===== src/rtl/servo_pwm_array.sv =====
// Purpose: multi-channel servo PWM driver with per-frame angle slewing and frame-aligned pulses.
// Latency: a write lands in target on the next edge; it reaches the pulse after the following frame wrap.
// Backpressure: none; writes are always accepted, and a write to a missing channel pulses wr_err.
//
// Ports:
//   clk, reset_n          clock, asynchronous active-low reset
//   wr_en/wr_ch/wr_angle  target angle write (angle clamped to ANGLE_MAX)
//   en_wr/en_val          channel enable write for channel wr_ch
//   pwm                   one servo pulse per channel, high from cnt==0 for pw clocks
//   frame_start           registered, high while the frame counter is 0
//   settled               per channel, current angle equals target angle
//   wr_err                1-cycle pulse when a write names a channel >= NUM_CH
module servo_pwm_array #(
  parameter int NUM_CH     = 6,
  parameter int CLK_HZ     = 50000000,
  parameter int FRAME_HZ   = 50,
  parameter int MIN_PERMIL = 25,
  parameter int MAX_PERMIL = 125,
  parameter int ANGLE_W    = 8,
  parameter int ANGLE_MAX  = 180,
  parameter int ANGLE_RST  = 90,
  parameter int STEP_DEG   = 0
) (
  input  logic               clk,
  input  logic               reset_n,
  input  logic               wr_en,
  input  logic [3:0]         wr_ch,
  input  logic [ANGLE_W-1:0] wr_angle,
  input  logic               en_wr,
  input  logic               en_val,
  output logic [NUM_CH-1:0]  pwm,
  output logic               frame_start,
  output logic [NUM_CH-1:0]  settled,
  output logic               wr_err
);

  localparam int FRAME_CLKS = CLK_HZ / FRAME_HZ;
  localparam int MIN_CLKS   = FRAME_CLKS * MIN_PERMIL / 1000;
  localparam int MAX_CLKS   = FRAME_CLKS * MAX_PERMIL / 1000;
  // Divide before multiplying so the per-degree step is a whole number of clocks.
  localparam int SCALE      = (MAX_CLKS - MIN_CLKS) / ANGLE_MAX;
  localparam int PW_W       = $clog2(FRAME_CLKS);
  localparam int PROD_W     = PW_W + ANGLE_W;

  localparam logic [PW_W-1:0]          CNT_LAST = PW_W'(FRAME_CLKS - 1);
  localparam logic [PW_W-1:0]          PW_RST   = PW_W'(MIN_CLKS + ANGLE_RST * SCALE);
  localparam logic [ANGLE_W-1:0]       ANG_MAX  = ANGLE_MAX[ANGLE_W-1:0];
  localparam logic [ANGLE_W-1:0]       ANG_RST  = ANGLE_RST[ANGLE_W-1:0];
  localparam logic [ANGLE_W-1:0]       STEP_U   = STEP_DEG[ANGLE_W-1:0];
  localparam logic signed [ANGLE_W:0]  STEP_S   = STEP_DEG[ANGLE_W:0];

  logic [PW_W-1:0]          cnt;
  logic                     wrap;
  logic                     ch_ok;
  logic [ANGLE_W-1:0]       wr_clamped;
  logic [ANGLE_W-1:0]       target   [NUM_CH];
  logic [ANGLE_W-1:0]       cur      [NUM_CH];
  logic [ANGLE_W-1:0]       cur_next [NUM_CH];
  logic signed [ANGLE_W:0]  diff     [NUM_CH];
  logic [PW_W-1:0]          pw       [NUM_CH];
  logic [PW_W-1:0]          pw_next  [NUM_CH];
  logic [NUM_CH-1:0]        en_req;
  logic [NUM_CH-1:0]        en_act;

  assign wrap       = (cnt == CNT_LAST);
  assign ch_ok      = ({1'b0, wr_ch} < 5'(NUM_CH));
  assign wr_clamped = (wr_angle > ANG_MAX) ? ANG_MAX : wr_angle;

  // Slew toward target; the signed difference is one bit wider than the angle,
  // so a step never wraps below 0 or past the target (and hence ANGLE_MAX).
  always_comb begin
    for (int i = 0; i < NUM_CH; i++) begin
      diff[i]     = $signed({1'b0, target[i]}) - $signed({1'b0, cur[i]});
      cur_next[i] = target[i];
      if (STEP_DEG != 0) begin
        if (diff[i] > STEP_S) begin
          cur_next[i] = cur[i] + STEP_U;
        end else if (diff[i] < -STEP_S) begin
          cur_next[i] = cur[i] - STEP_U;
        end
      end
      pw_next[i] = PW_W'(PROD_W'(MIN_CLKS) + PROD_W'(cur_next[i]) * PROD_W'(SCALE));
    end
  end

  always_ff @(posedge clk or negedge reset_n) begin
    if (!reset_n) begin
      cnt         <= '0;
      frame_start <= 1'b0;
      wr_err      <= 1'b0;
      en_req      <= '0;
      en_act      <= '0;
      for (int i = 0; i < NUM_CH; i++) begin
        target[i] <= ANG_RST;
        cur[i]    <= ANG_RST;
        pw[i]     <= PW_RST;
      end
    end else begin
      cnt         <= wrap ? '0 : cnt + PW_W'(1);
      frame_start <= wrap;
      wr_err      <= (wr_en | en_wr) & ~ch_ok;
      // Angle and enable only move at the wrap, so a pulse in flight is never cut or stretched.
      if (wrap) begin
        en_act <= en_req;
        for (int i = 0; i < NUM_CH; i++) begin
          cur[i] <= cur_next[i];
          pw[i]  <= pw_next[i];
        end
      end
      // Writes on the wrap edge update target after the frame update has read it.
      for (int i = 0; i < NUM_CH; i++) begin
        if (wr_en && (wr_ch == 4'(i))) begin
          target[i] <= wr_clamped;
        end
        if (en_wr && (wr_ch == 4'(i))) begin
          en_req[i] <= en_val;
        end
      end
    end
  end

  always_comb begin
    pwm     = '0;
    settled = '0;
    for (int i = 0; i < NUM_CH; i++) begin
      pwm[i]     = en_act[i] & (cnt < pw[i]);
      settled[i] = (cur[i] == target[i]);
    end
  end

endmodule


===== config.mk =====
export PLATFORM = sky130hd
export DESIGN_NAME = servo_pwm_array
export DESIGN_NICKNAME = d
export VERILOG_FILES = /design/src/rtl/servo_pwm_array.sv
export SDC_FILE = /design/constraint.sdc
export NUM_CORES = 1
export LEC_CHECK = 0
export ABC_AREA = 1
export CAP_MARGIN = 20
export CELL_PAD_IN_SITES_DETAIL_PLACEMENT = 0
export CELL_PAD_IN_SITES_GLOBAL_PLACEMENT = 2
export CORE_UTILIZATION = 43
export DETAILED_ROUTE_END_ITERATION = 12
export DONT_BUFFER_PORTS = 1
export GPL_TIMING_DRIVEN = 0
export HOLD_SLACK_MARGIN = 0.12
export MAX_ROUTING_LAYER = met4
export PLACE_DENSITY = 0.95
export SYNTH_ARGS = -nofsm -noshare
export SYNTH_HDL_FRONTEND = slang
export SYNTH_SLANG_ARGS = --single-unit

===== constraint.sdc =====
create_clock -name clk -period 10.45 [get_ports clk]
set_input_delay 1.045 -clock clk [delete_from_list [all_inputs] [get_ports clk]]
set_output_delay 1.045 -clock clk [all_outputs]
set_load 0.01 [all_outputs]

==> impl_metrics.ini <==
[run_status]
status = finished clean

[placed_design]
place.gp.congestion = 0.9475
io_buffers = 0
dpl.hpwl_um = 48780
place_area_um2 = 22690

[timing]
timing.slew.headroom_pct = 27.04
rsz0062_at_grt = no
whs_ns = 0.1526
fin_crit_ns = 4.102
max_slew.worst_pin.slew_ns = 1.094
finalHoldViolCount = 0
drv_slew = 0
fmax_mhz = 243.8
finalCritPeriodShare_pct = 39.25
clock_skew_ns = 0.03641
tns_ns = 0
setup_viol = 0

[route]
routed-wl-met3_um = 3458
m1WireLength_um = 28400
drt_iter0_drc = 1215
wl_met2_um = 29220
drt_wl_total_um = 63260
antenna_left = 0
wl_per_cell_um = 17.87
num_vias = 18120
topRoutingLayerUsed = met4
dr.pass1.iters = 8
drc = 0
viasPerCell = 5.119

[synth]
ys_types = 40
postSynthAreaPerCell_um2 = 7.769
ys_seq_area_share_pct = 27.80
synthCells = 2810
synth_area_um2 = 21830
yosysWarningCount = 0
synth.net_count = 3278
synth_seq_cells = 238

[global_route]
grt_overflow = 0
grt_pass1_wl_um = 100300
grt_max_degree = 239
antenna_found_initial = 2
grt_usage_pct = 26.43
grt_pass1_vias = 18280

[cts]
clock_latency_ns = 0.60
clk_path_buf_depth = 3
cts_setup_buffers = 0
clock-sinks = 238
cts-resized-gates = 0
cts_max_level = 1
cts_tree = yes
clockRootBuffer = clkbuf_16
cts_made_buffers = 29
ctsHoldBuffers = 0
path_clk_slew_ns = 0.06

[setup_path]
max_stage_delay_ns = 0.53
cp_top_family = adder cells
cp.buffers_inverters = 6
worstPathMaxFanout = 6
path_common_cell = inv_1
cp-start-kind = flip-flop
arrival_ns = 4.54
crit_chain = inv_1 > ha_1 > inv_1 > fa_1 > inv_1 > fa_1 > inv_1 > fa_1 > inv_1 > ha_1 > nand2_1 > inv_1 > nand2_1 > nand3_1 > or2_2 > nand3_1 > o21ai_0
worstPathRequired_ns = 10.89
cpMaxStageDelayCell = fa_1
endpoint_kind = flip-flop
crit_type = reg2reg

[floorplanning]
die_w_um = 227.3
io_pins = 31
core-area_um2 = 50170
die_height_um = 227.3
rows = 82
start_util_pct = 43.51
dieArea_um2 = 51670

[finish]
fin_area_um2 = 23640
layout-drive-gt1-share_pct = 6.878
syn_to_final_growth_pct = 8.270
layout_common_cells = 718 x nand2_1, 532 x inv_1, 367 x ha_1
final_util_pct = 47.11
nets = 3310
layout_commonest_cell = nand2_1

[power]
power_density_nw_per_um2 = 278.2
p_leak_nw = 12.09
power_mw = 6.577
peakVddDrop_mv = 0.2393

[job]
cap_violations = 0

[hold_path]
hp-class = in2async
power breakdown:
group          leakage, nW  switching, mW  internal (mW)
logic                 8.70           2.79           1.70
clock network        0.454          0.428          0.574
registers             2.93          0.108          0.983
per-stage QoR:
stage,setup WS [ns],cells
floorplan,6.804,2810
global placement,6.416,3482
detailed placement,6.388,3483
CTS,6.330,3536
global route,6.047,3538
finish,6.348,3540
cells by family after synthesis:
| kind of cell | Yosys count | synth area share [%] |
|---|---|---|
| buffers and inverters | 574 | 10.20 |
| AOI/OAI and AO/OA | 316 | 7.525 |
| and+or+nand+nor | 1139 | 22.05 |
| xor gates and xnor gates | 92 | 3.691 |
| adders and majority gates | 451 | 28.74 |
| DFF | 238 | 27.80 |
state kept, by name (all words and copies together), names as in the netlist:
| signal | cells |
|---|---|
| cur | 48 |
| en_act | 6 |
| cnt | 20 |
| frame_start | 1 |
| cur_next | 48 |
| en_req | 6 |
| pw | 108 |
| wr_err | 1 |
path summary, 6_finish.rpt:
path	startpoint	to	slack (ns)	depth (start not counted)
setup / recovery	cur_next[23]	pw[49]	6.35	17
hold / removal	reset_n	cur_next[21]	0.15	0
setup reg to reg	cur_next[23]	pw[49]	6.35	17
hold reg to reg	pw[96]	pw[96]	0.47	2
max in group asynchronous	reset_n	cur_next[31]	9.63	0
min in group clk	pw[96]	pw[96]	0.47	2
worst register-to-register path: stages (launching register included):
cell and delay (ns):
dfrtp_1 0.48, inv_1 0.16, ha_1 0.30, inv_1 0.05
fa_1 0.49, inv_1 0.05, fa_1 0.50, inv_1 0.06
fa_1 0.53, inv_1 0.04, ha_1 0.36, nand2_1 0.16
inv_1 0.05, nand2_1 0.06, nand3_1 0.19, or2_2 0.33
nand3_1 0.07, o21ai_0 0.08
area by class of cell:
cell class | instances | area (µm²)
Timing Repair Buffer | 1 | 15.01
Antenna cell | 4 | 10.01
Sequential cell | 238 | 6068
Clock buffer | 41 | 820.8
Multi-Input combinational cell | 1998 | 13540
Inverter | 534 | 2004
Clock inverter | 12 | 115.1
Tap cell | 672 | 840.8
Fill cell | 5062 | 26530
Buffer | 40 | 221.5
synth_stat cells, drive strengths merged:
| cell type | instances | area (µm²) |
|---|---|---|
| a21boi | 6 | 45.04 |
| a21o | 1 | 7.510 |
| a21oi | 89 | 445.4 |
| a31oi | 2 | 12.51 |
| and2 | 1 | 6.260 |
| and3 | 1 | 6.260 |
| buf | 29 | 180.2 |
| clkbuf | 11 | 41.29 |
| dfrtp | 148 | 3704 |
| dfstp | 90 | 2365 |
| fa | 84 | 1682 |
| ha | 367 | 4592 |
| inv | 534 | 2004 |
| nand2 | 719 | 2701 |
| nand3 | 170 | 863.3 |
| nand3b | 10 | 75.07 |
| nand4 | 57 | 356.6 |
| nor2 | 142 | 558.0 |
| nor3 | 13 | 75.07 |
| nor3b | 4 | 35.03 |
| nor4 | 4 | 25.02 |
| o211ai | 2 | 15.01 |
| o21a | 12 | 90.09 |
| o21ai | 200 | 1001 |
| o21bai | 1 | 7.510 |
| o22ai | 3 | 18.77 |
| or2 | 18 | 112.6 |
| xnor2 | 70 | 613.1 |
| xor2 | 22 | 192.7 |
per-layer routing:
layer,up-vias,global-route usage [%]
met5,-,-
met4,0,8.227
met3,97,3.898
met2,371,42.88
met1,8632,33.92
li1,9020,-
(Power assumes the default switching activity.)
==> patch, RTL diff (same flow settings) <==
Set the parameter `NUM_CH` to 7 (it was 6).
--- a/src/rtl/servo_pwm_array.sv
+++ b/src/rtl/servo_pwm_array.sv
@@ -13,3 +13,3 @@
 module servo_pwm_array #(
-  parameter int NUM_CH     = 6,
+  parameter int NUM_CH     = 7,
   parameter int CLK_HZ     = 50000000,
Interface: changed (resized pwm and settled); port bits go from 31 to 33. The function was not compared with the original's and may differ.
==> patch against the original RTL <==
  * Wire length increased by 14%
  * Clock power increased by 23%
  * Maximum frequency increased by 1.3%
  * Total power increased by 11%
  * Area after synthesis increased by 16%
  * Final area increased by 16%
  * Sequential cell count increased by 36
  * Utilization increased by 0.31 points
  * Via count increased by 15%
  * Cell count increased by 15%
  * Highest routed layer unchanged
  * Worst setup slack improved by 0.051 ns
  * Non-clock buffer count increased by 13
==> patch: results (changes against the original RTL) <==
synthesis:
  synthTopCellsByArea: "ha_1, dfrtp_1, nand2_1, dfstp_2, inv_1"
  yosysSeqAreaShare_pct: 27.6  # -0.20 points
  syn_inst: 3248  # +16%
  ys_top_cells_by_count: "nand2_1, inv_1, ha_1, nand3_1, dfrtp_1"
  yosys.cell_types.count: 34  # -15%
  ys.flop_type: "dfrtp_1"
  syn_nets: 3791  # +16%
  yosys_warnings: 0  # unchanged
  synthArstFlopShare_pct: 100  # unchanged
drt:
  detail_route.wl_per_cell_um: 17.7  # -0.91%
  routedLengthMet1_um: 34300  # +21%
  highest_layer: "met4"
  route.met3.wl_um: 3590  # +3.8%
  totalWireLength_um: 72200  # +14%
  via_per_inst: 5.10  # -0.27%
  drtPass1Iterations: 5  # -3
  routed-wl-met2_um: 32400  # +11%
  drtIter0Drc: 1095  # -9.9%
critical_path:
  critPathSlowestCell: "fa_1"
  cp_max_fo: 6  # unchanged
  critPathArrivalTime_ns: 4.49  # -0.05 ns
  cp_top_family: "adder cells"
status:
  status: "finished, final reports clean"
clocking:
  cts_inserted_buffers: 35  # +21%
  post_cts_buffers: 0  # unchanged
  cts_root_buffer: "clkbuf_16"
  insertion_delay_ns: 0.57  # -0.03 ns
  ctsResizeCount: 0  # unchanged
  htreeDepth: 2  # +1
  cts_buffer_depth: 3  # unchanged
layout:
  largest_reg_flops: 126  # +17%
  fillers: 5854  # +16%
  largest-register: "pw"
  drive_above_1_share_pct: 6.82  # -0.057 points
placed_design:
  gp_congestion: 0.897  # -5.3%
  dpl_cell_area_sq_um: 26300  # +16%
  dp.cells: 4014  # +15%
  hpwl_um: 55000  # +13%
  port_buffers: 0  # unchanged
sta:
  setup_ws_ns: 6.40  # +0.0508 ns
  drv_slew: 0  # unchanged
  worst_pin_slew_ns: 0.946  # -0.148 ns
  whs_ns: 0.189  # +0.0368 ns
  skew_ns: 0.0288  # -0.00759 ns
global_routing:
  grtUsageTotal_pct: 25.7  # -0.70 points
  antenna_found_initial: 5  # +3
  grt_max_degree: 275  # +15%
  grt_pass1_wl_um: 116000  # +16%
  grt_pass1_vias: 21306  # +17%
power_and_ir_drop:
  powerSeq_mw: 1.26  # +16%
  p_clk_mw: 1.23  # +23%
  power.density_nw_per_um2: 266  # -4.6%
  switching_power_mw: 3.61  # +8.8%
  irDropWorstVdd_mv: 0.267  # +11%
  p_leak_nw: 14.2  # +17%
min_path:
  hold_class: "primary input to asynchronous set/reset pin"
==> patch: changes by cell type after synthesis, sizes merged, moves of 10 or more <==
cell / before / now
clkbuf: 11 / 21
xnor2: 70 / 93
nand2: 719 / 852
o21ai: 200 / 235
ha: 367 / 428
a21oi: 89 / 112
nand3: 170 / 185
fa: 84 / 98
dfstp: 90 / 105
dfrtp: 148 / 169
inv: 534 / 608
==> patch: cell type report <==
type | count | area (sq um) | share of cell area, %
clock inverters | 14 | 153 | 0.556
clock buffers | 50 | 1010 | 3.69
repair buffers | 1 | 15.0 | 0.0547
plain buffers | 53 | 369 | 1.34
flip-flops and latches | 274 | 6990 | 25.4
multi-input cells | 2313 | 15700 | 57.1
inverters | 608 | 2280 | 8.31
diodes | 1 | 2.50 | 0.00911
well taps | 765 | 957 | 3.49
==> patch: worst paths after layout <==
check,to,startpoint,depth (start not counted)
min in group clk,pw[73],pw[73],2
min,cur[47],reset_n,0
max in group asynchronous,cur_next[31],reset_n,0
max,pw[138],cur_next[55],20
max reg2reg,pw[138],cur_next[55],20
min reg2reg,pw[73],pw[73],2
==> patch: metal layers <==
metal / global-route usage [%] / vias to the layer above
li1: - / 10410
met1: 34.3 / 9909
met2: 40.8 / 405
met3: 3.87 / 98
met4: 6.56 / 0
met5: - / -
==> patch: logic make-up (layout without fill, tap and decap cells) <==
logic type / Yosys count / in the layout / synth area share (%)
DFF: 274 / 274 / 27.6
other: 0 / 1 / 0
and+or+nand+nor: 1299 / 1299 / 21.3
buffers and inverters: 661 / 726 / 10.5
AOI/OAI and AO/OA: 374 / 374 / 7.82
adders and majority gates: 526 / 526 / 28.9
xor gates and xnor gates: 114 / 114 / 3.94
